**src/rtl/r_div_ctrl.sv**
```systemverilog
// Iterative radix-N integer divider: one combinational digit stage sequenced
// by an IDLE/BUSY/DONE controller, with signed handling by magnitude
// division followed by a registered sign fix.

// Combinational radix-N restoring step: retires K quotient bits per call.
module r_div_stage #(
    parameter int N_BITS  = 32,
    parameter int N_RADIX = 4,
    parameter int K       = $clog2(N_RADIX)
) (
    input  logic [N_BITS-1:0] r_i,
    input  logic [K-1:0]      n_i,
    input  logic [N_BITS-1:0] d_i,
    output logic [K-1:0]      q_o,
    output logic [N_BITS-1:0] r_o
);

    logic [N_BITS:0] acc_s;
    logic [K-1:0]    q_s;

    // Shift in one dividend bit at a time and subtract when the divisor fits.
    always_comb begin
        acc_s = {1'b0, r_i};
        q_s   = '0;
        for (int b = K - 1; b >= 0; b--) begin
            acc_s = {acc_s[N_BITS-1:0], n_i[b]};
            if (acc_s >= {1'b0, d_i}) begin
                acc_s  = acc_s - {1'b0, d_i};
                q_s[b] = 1'b1;
            end else begin
                q_s[b] = 1'b0;
            end
        end
        q_o = q_s;
        r_o = acc_s[N_BITS-1:0];
    end

endmodule

module r_div_ctrl #(
    parameter int N_BITS  = 32,
    parameter int N_RADIX = 4
) (
    input  logic              clk_i,
    input  logic              rst_n_i,
    input  logic              valid_i,
    output logic              ready_o,
    input  logic [N_BITS-1:0] dividend_i,
    input  logic [N_BITS-1:0] divisor_i,
    input  logic              signed_i,
    input  logic              flush_i,
    output logic              valid_o,
    input  logic              ready_i,
    output logic [N_BITS-1:0] quotient_o,
    output logic [N_BITS-1:0] remainder_o,
    output logic              div_zero_o
);

    localparam int K     = $clog2(N_RADIX);
    localparam int ITER  = N_BITS / K;
    localparam int CNT_W = (ITER > 1) ? $clog2(ITER) : 1;
    localparam logic [CNT_W-1:0] LAST_CNT = CNT_W'(ITER - 1);

    typedef enum logic [1:0] {
        ST_IDLE = 2'd0,
        ST_BUSY = 2'd1,
        ST_DONE = 2'd2
    } state_t;

    state_t state_r, state_nxt_s;

    logic [CNT_W-1:0]  cnt_r;
    logic [N_BITS-1:0] rem_r;
    logic [N_BITS-1:0] quo_r;
    logic [N_BITS-1:0] shf_r;      // dividend magnitude, MSB-first digit feed (raw dividend on divide by zero)
    logic [N_BITS-1:0] dvs_r;
    logic              neg_q_r;
    logic              neg_r_r;
    logic              zero_r;
    logic [N_BITS-1:0] quotient_r;
    logic [N_BITS-1:0] remainder_r;
    logic              div_zero_r;

    logic [K-1:0]      stage_q_s;
    logic [N_BITS-1:0] stage_r_s;
    logic [N_BITS-1:0] quo_nxt_s;
    logic              dvd_neg_s;
    logic              dvs_neg_s;

    function automatic logic [N_BITS-1:0] negate(input logic [N_BITS-1:0] v);
        return ~v + N_BITS'(1);
    endfunction

    r_div_stage #(
        .N_BITS  (N_BITS),
        .N_RADIX (N_RADIX),
        .K       (K)
    ) u_stage (
        .r_i (rem_r),
        .n_i (shf_r[N_BITS-1 -: K]),
        .d_i (dvs_r),
        .q_o (stage_q_s),
        .r_o (stage_r_s)
    );

    assign quo_nxt_s = (quo_r << K) | N_BITS'(stage_q_s);
    assign dvd_neg_s = signed_i & dividend_i[N_BITS-1];
    assign dvs_neg_s = signed_i & divisor_i[N_BITS-1];

    assign ready_o     = (state_r == ST_IDLE);
    assign valid_o     = (state_r == ST_DONE);
    assign quotient_o  = quotient_r;
    assign remainder_o = remainder_r;
    assign div_zero_o  = div_zero_r;

    // State register.
    always_ff @(posedge clk_i or negedge rst_n_i) begin
        if (!rst_n_i) begin
            state_r <= ST_IDLE;
        end else begin
            state_r <= state_nxt_s;
        end
    end

    // Next-state logic; flush overrides both handshakes.
    always_comb begin
        state_nxt_s = state_r;
        case (state_r)
            ST_IDLE: begin
                if (flush_i) begin
                    state_nxt_s = ST_IDLE;
                end else if (valid_i) begin
                    state_nxt_s = ST_BUSY;
                end else begin
                    state_nxt_s = ST_IDLE;
                end
            end
            ST_BUSY: begin
                if (flush_i) begin
                    state_nxt_s = ST_IDLE;
                end else if (zero_r || (cnt_r == LAST_CNT)) begin
                    state_nxt_s = ST_DONE;
                end else begin
                    state_nxt_s = ST_BUSY;
                end
            end
            ST_DONE: begin
                if (flush_i || ready_i) begin
                    state_nxt_s = ST_IDLE;
                end else begin
                    state_nxt_s = ST_DONE;
                end
            end
            default: begin
                state_nxt_s = ST_IDLE;
            end
        endcase
    end

    // Operand capture, iteration datapath and registered result with sign fix.
    always_ff @(posedge clk_i or negedge rst_n_i) begin
        if (!rst_n_i) begin
            cnt_r       <= '0;
            rem_r       <= '0;
            quo_r       <= '0;
            shf_r       <= '0;
            dvs_r       <= '0;
            neg_q_r     <= 1'b0;
            neg_r_r     <= 1'b0;
            zero_r      <= 1'b0;
            quotient_r  <= '0;
            remainder_r <= '0;
            div_zero_r  <= 1'b0;
        end else begin
            case (state_r)
                ST_IDLE: begin
                    if (valid_i && !flush_i) begin
                        cnt_r   <= '0;
                        rem_r   <= '0;
                        quo_r   <= '0;
                        zero_r  <= (divisor_i == '0);
                        neg_q_r <= dvd_neg_s ^ dvs_neg_s;
                        neg_r_r <= dvd_neg_s;
                        dvs_r   <= dvs_neg_s ? negate(divisor_i) : divisor_i;
                        if (divisor_i == '0) begin
                            shf_r <= dividend_i;
                        end else begin
                            shf_r <= dvd_neg_s ? negate(dividend_i) : dividend_i;
                        end
                    end
                end
                ST_BUSY: begin
                    if (!flush_i) begin
                        if (zero_r) begin
                            quotient_r  <= '1;
                            remainder_r <= shf_r;
                            div_zero_r  <= 1'b1;
                        end else begin
                            rem_r <= stage_r_s;
                            quo_r <= quo_nxt_s;
                            shf_r <= shf_r << K;
                            cnt_r <= cnt_r + CNT_W'(1);
                            if (cnt_r == LAST_CNT) begin
                                quotient_r  <= neg_q_r ? negate(quo_nxt_s) : quo_nxt_s;
                                remainder_r <= neg_r_r ? negate(stage_r_s) : stage_r_s;
                                div_zero_r  <= 1'b0;
                            end
                        end
                    end
                end
                default: begin
                end
            endcase
        end
    end

endmodule
```
**config.mk**
```make
export PLATFORM = sky130hd
export DESIGN_NAME = r_div_ctrl
export DESIGN_NICKNAME = d
export VERILOG_FILES = /design/src/rtl/r_div_ctrl.sv
export SDC_FILE = /design/constraint.sdc
export NUM_CORES = 1
export LEC_CHECK = 0
export BUFFER_PORTS_ARGS = -buffer_cell sky130_fd_sc_hd__clkbuf_2
export CAP_MARGIN = 20
export CORE_UTILIZATION = 28
export CTS_BUF_LIST = sky130_fd_sc_hd__clkbuf_16
export CTS_CLUSTER_SIZE = 25
export DETAILED_ROUTE_END_ITERATION = 12
export SLEW_MARGIN = 25
export SYNTH_ARGS = -nofsm -noshare
export SYNTH_HDL_FRONTEND = slang
export SYNTH_SLANG_ARGS = --single-unit
```
**constraint.sdc**
```tcl
create_clock -name clk_i -period 8.3 [get_ports clk_i]
set_input_delay 1.245 -clock clk_i [delete_from_list [all_inputs] [get_ports clk_i]]
set_output_delay 1.245 -clock clk_i [all_outputs]
set_load 0.02 [all_outputs]
```
* Yosys cells after proc, flatten, opt, wreduce, memory -nomap -nowiden
Index checks and enable logic that the tools add are counted.
Operators by class: bitwise operators 9, order comparisons 2, reductions and logical operators 11, muxes and demuxes 36, add/sub/neg operators 7, equality and inequality tests 6
Operators with widths (number):
- 32-bit 2-to-1 mux | 17
- 32-bit by 1-bit adder with 32-bit output (second input constant) | 4
- 32-bit inverter | 4
- 32-bit case mux with 2 select lines | 2
- 33-bit by 32-bit >= comparator with 1-bit output | 2
- 32-bit subtractor | 2
- 30-bit 2-to-1 mux | 2
- 30-bit case mux with 2 select lines | 1
- 32-bit zero test | 1
- 32-bit by 2-bit bitwise OR with 32-bit output | 1
- 4-bit 2-to-1 mux | 3
- 4-bit case mux with 2 select lines | 1
- 1-bit 2-to-1 mux | 6
- 2-bit 2-to-1 mux | 3
- 2-bit case mux with 3 select lines | 1
- 4-bit by 1-bit adder with 4-bit output (second input constant) | 1
- 4-bit equality test (second input constant) | 1
- 2-bit != test (second input constant) | 2
- 4-bit AND reduction | 1
- 2-bit nonzero test | 2
- 3-bit AND reduction | 1
- 1-bit AND | 2
- 2-bit by 1-bit equality test with 1-bit output (second input constant) | 1
- 2-bit equality test (second input constant) | 1
- 8 further kinds | 9
Storage, ports and cells: logic and storage cells 83, output and inout port bits 67, flip-flop bits (word level) 200

* Depth between registers and ports, before layout
depth in word-level cells 10, depth in mapped cells 34, gate-level depth less buffers 31

* By module
Synthesis repeated with hierarchy kept, for this count alone.
Second synthesis, totals: cell total of the unflattened synthesis 1775, area, all modules 14900.5 um2
By module, submodules not included:
- r_div_ctrl | sequential area each 5004.8 um2, instances 1, area each 10532.6 um2, cells an instance 1196
- r_div_stage | sequential area each 0.0 um2, instances 1, area each 4367.9 um2, cells an instance 579

* Worst setup path after synthesis
Ideal clock, no wire load.
path type reg2reg, start point register rem_r[9], end point register quotient_r[30], in the netlist quotient_o[30], clock period less this slack 7.292 ns, setup slack 1.008 ns, data required time 8.163 ns, cell stages (with the launch flop) 34, arrival 7.155 ns, path buffers 7, cell sequence dfrtp_1 ha_1 buf_2 a21o_1 a31oi_4 o211ai_2 o31ai_4 o21ai_4 inv_4 buf_2 buf_4 clkbuf_1 nand2_1 nand2_1 ha_1 a211o_1 a21oi_1 a31oi_1 a21oi_4 o21ba_2 a31o_2 nand2_8 inv_4 buf_4 clkbuf_1 ha_1 nand2_1 or2_2 or4_1 clkbuf_1 or3_1 o31ai_1 xor2_1 a21oi_1
On the way: cells in the longest elaborated chain, start to end 10, elaborated cells on any way between the ends 12, those cells by class add/sub (2); order compare (2); mux (6); bitwise (2)
Ends and longest elaborated chain:
- from (decl) | line 73 | logic [N_BITS-1:0] rem_r;
- from (signal assigned) | line 199 | rem_r <= stage_r_s;
- 32-bit subtractor / 33-bit by 32-bit >= comparator with 1-bit output (equally long branches) | line 28, 27
- 32-bit 2-to-1 mux | line 27 | if (acc_s >= {1'b0, d_i}) begin
- 33-bit by 32-bit >= comparator with 1-bit output | line 27
- 1-bit 2-to-1 mux | line 27
- 32-bit by 2-bit bitwise OR with 32-bit output * | line 106 | assign quo_nxt_s = (quo_r << K) | N_BITS'(stage_q_s);
- 32-bit inverter * | line 91 | return ~v + N_BITS'(1);
- 32-bit by 1-bit adder with 32-bit output * | line 91
- 32-bit 2-to-1 mux * | line 204 | quotient_r <= neg_q_r ? negate(quo_nxt_s) : quo_nxt_s;
- 32-bit 2-to-1 mux * | line 203 | if (cnt_r == LAST_CNT) begin
- 32-bit 2-to-1 mux * | line 194 | if (zero_r) begin
- to (signal assigned) | line 204
- to (decl) | line 80 | logic [N_BITS-1:0] quotient_r;
Mark *: on every way between the ends. The rest lies on a longest branch, timed or not. The select of a mux whose other input is x is not followed. A chain may end at the register's enable or synchronous reset.

* Final worst setup path
start point register rem_r[6], end point register remainder_r[28], in the netlist remainder_o[28]
On the way: cells in the longest elaborated chain, start to end 9, elaborated cells on any way between the ends 11, those cells by class add/sub (3); order compare (2); mux (5); bitwise (1)
Ends and longest elaborated chain:
- 32-bit subtractor / 33-bit by 32-bit >= comparator with 1-bit output (equally long branches) | line 28, 27
- 32-bit 2-to-1 mux * | line 27
- 32-bit subtractor / 33-bit by 32-bit >= comparator with 1-bit output (equally long branches) | line 28, 27
- 32-bit 2-to-1 mux * | line 27
- 32-bit inverter | line 91
- 32-bit by 1-bit adder with 32-bit output | line 91
- 32-bit 2-to-1 mux * | line 205 | remainder_r <= neg_r_r ? negate(stage_r_s) : stage_r_s;
- 32-bit 2-to-1 mux * | line 203
- 32-bit 2-to-1 mux * | line 194
- to (signal assigned) | line 196 | remainder_r <= shf_r;
- to (signal assigned) | line 205
- to (decl) | line 81 | logic [N_BITS-1:0] remainder_r;
Marks and branches as above.

==> out/summary.txt <==
wire length per cell = 19.4 um
clk buf depth = 2
count leader, synth = nand2_1
initial antenna violation count = 1
min Tclk post-route = 7630 ps
post-synth top area share = 31.8%
worst-margin pin slew = 1000 ps
Worst Clk Skew = 22.6 ps
later-pin clock latency in the skew report = 480 ps
Setup TNS = 0 ps
Core Region = 55300 sq um
Total Wirelength = 54.5 mm
CP startpoint = rem_r[6]
post-synth top area cell = dfrtp_1
fmax = 0.131 GHz
top post-synthesis cells by count = nand2_1 (257), dfrtp_1 (200), o21ai_0 (177)
die height = 239 um
Unique masters post-synth = 95
Min Hold Slack = 485 ps
routability cong. = 0.937
Routed Antenna Nets = 0
CTS tree = yes
Sink Count = 200
Clock Tree Root = clkbuf_16
HP Class = flop to flop
DRC Markers = 0
Fillers = 5947
crit path capture = remainder_o[28]
yosys warns = 0
Resize count post-CTS = 0
Setup crit start kind = flop
R2R setup slack = 670 ps
maximum fanout along the worst path = 25
IO Pins = 137
Post-Synthesis Cells = 1966
clock slew at the register clock pins of the worst setup and hold paths = 80 ps
GRT Total Usage = 19.1%
Setup WS post-layout = 671 ps
vias = 15.4k
Reg2Reg Depth = 25
top post-synthesis cells by area = dfrtp_1 (32%), nand2_1 (6.1%), o21ai_0 (5.6%)
drt via density = 5.49
Crit Path Class = flop to flop
dpl hpwl = 41.7 mm
syn_area_per_cell = 8.01 sq um
Die Wd = 239 um
register area share after synthesis = 31.8%
Final Slew Violations = 0
largest net degree at the start of global routing = 88
Max Cap Violations = 0
number of buffers created by CTS = 17
Reg-to-Reg End = remainder_o[28]
share of synthesized flip-flops with an asynchronous set or reset = 100%
number of enable flip-flop cells after synthesis = 0
Finished Layout Cells = 2812
Most used DFF post-synth = dfrtp_1
multi-input combinational cell area = 10100 sq um
starting density of the core = 28.5%
vias in the first global route = 14.7k
setup bufs post-CTS = 0
initial detailed-routing violation count = 1390
drt pass-1 iters = 5
port bufs = 136
Placement Setup Slack = 906 ps
CP Data Required Time = 8640 ps
Critical R2R Launch = rem_r[6]
cell row count = 86
H-tree depth = 4
DP Cell Count = 2780
crit path max-delay cell type = a311oi_4
RSZ-0062 raised after global routing = false
share of cells above drive strength 1 = 12.5%
Antenna diodes = 0
nets = 2192
CP peak stage delay = 490 ps
syn nets = 2107
Hold Vio Cnt, Final = 0
crit path DAT = 7960 ps
Post-CTS Hold Buffers = 0
area of the mapped netlist = 15800 sq um
FF+latch count, synth = 200
die area = 57200 sq um
first-pass GRT wire length = 84.6 mm
grt ovf = 0
register area = 5000 sq um
final setup fails = 0
crit share post-route = 91.9%
Max-slew headroom = 32.6%
CP Capture Type = flop
status = completed
synth-to-layout area growth = 13.2%
[state kept, by name, summed over array words and instances (netlist names)]
signal	cells
shf_r	32
zero_r	1
cnt_r	4
dvs_r	32
rem_r	32
neg_r_r	1
state_r	2
quo_r	30
div_zero_o	1
neg_q_r	1
quotient_o	32
remainder_o	32
[through the flow]
stage	util (%)	cell area (sq um)
3_5_place_dp	31.1	17200
2_1_floorplan	-	15800
4_1_cts	32.3	17800
5_1_grt	32.3	17800
3_3_place_gp	31.1	17200
6_report	32.3	17800
[cell families after synthesis]
group / synth area share [%]
DFF: 31.8
muxes: 2.34
adders and majority gates: 5.73
buffers and inverters: 4.49
AOI/OAI and AO/OA: 25.4
xor gates and xnor gates: 8.73
and+or+nand+nor: 21.6
[cell type report]
| class | count | share of cell area [%] |
|---|---|---|
| multi-input combinational | 1590 | 56.4 |
| sequential | 200 | 28.1 |
| tap | 748 | 5.25 |
| timing repair buffer | 166 | 5.13 |
| clock buffer | 17 | 2.38 |
| inverter | 76 | 1.63 |
| clock inverter | 15 | 1.12 |
[worst min path at each step]
stage | start | end | slack, ps | depth (start not counted)
2_1_floorplan | dvs_r[10] | dvs_r[10] | 450 | 2
3_3_place_gp | dvs_r[24] | dvs_r[24] | 470 | 2
3_5_place_dp | dvs_r[28] | dvs_r[28] | 470 | 2
4_1_cts | dvs_r[28] | dvs_r[28] | 490 | 2
5_1_grt | dvs_r[26] | dvs_r[26] | 510 | 2
6_report | dvs_r[28] | dvs_r[28] | 480 | 2
[critical path, delay by kind of cell (launching register included)]
| kind | cells | cell delay (ps) |
|---|---|---|
| multiplexers | 1 | 360 |
| buffers and inverters | 2 | 470 |
| AND/OR/NAND/NOR | 5 | 1410 |
| adder cells (fa/ha/maj) | 3 | 1070 |
| flip-flops | 1 | 440 |
| XOR/XNOR | 1 | 190 |
| AO/OA/AOI/OAI | 13 | 3540 |
[layer usage]
layer | global-route usage (%) | part of all wire [%] | routed length (um)
met5 | 0 | 0.024 | 13
met4 | 6.12 | 2.7 | 1460
met3 | 4.37 | 7.1 | 3890
met2 | 30.4 | 45 | 24800
met1 | 25.4 | 45 | 24400
[cell usage in the layout, fill, tap and decap left out, drive strengths merged, types with 7 or more instances in the layout]
cell type  Yosys  layout
or4           14      14
a21o          20      20
xor2          84      84
nand2b        12      12
ha            69      69
buf           28      30
or3           27      27
mux2i         29      29
o211ai        23      23
nand3         99      99
or2           10      10
nor2         143     143
o21ai        207     207
a21oi        146     146
nor3          37      37
nand4         17      17
xnor2         73      73
a22oi         51      51
o41ai         15      15
inv           75      84
clkbuf        72     153
and3          15      15
and2          11      11
o21bai        11      11
a31oi         21      21
nor2b         12      12
nor4          25      25
o21a          19      19
dfrtp        200     200
nand2        258     258
o31ai         25      25
mux2           7       7
a211oi         7       7
Power is not shown: default switching activity piles up to over one toggle a cycle in this logic, so the estimate is an artifact.
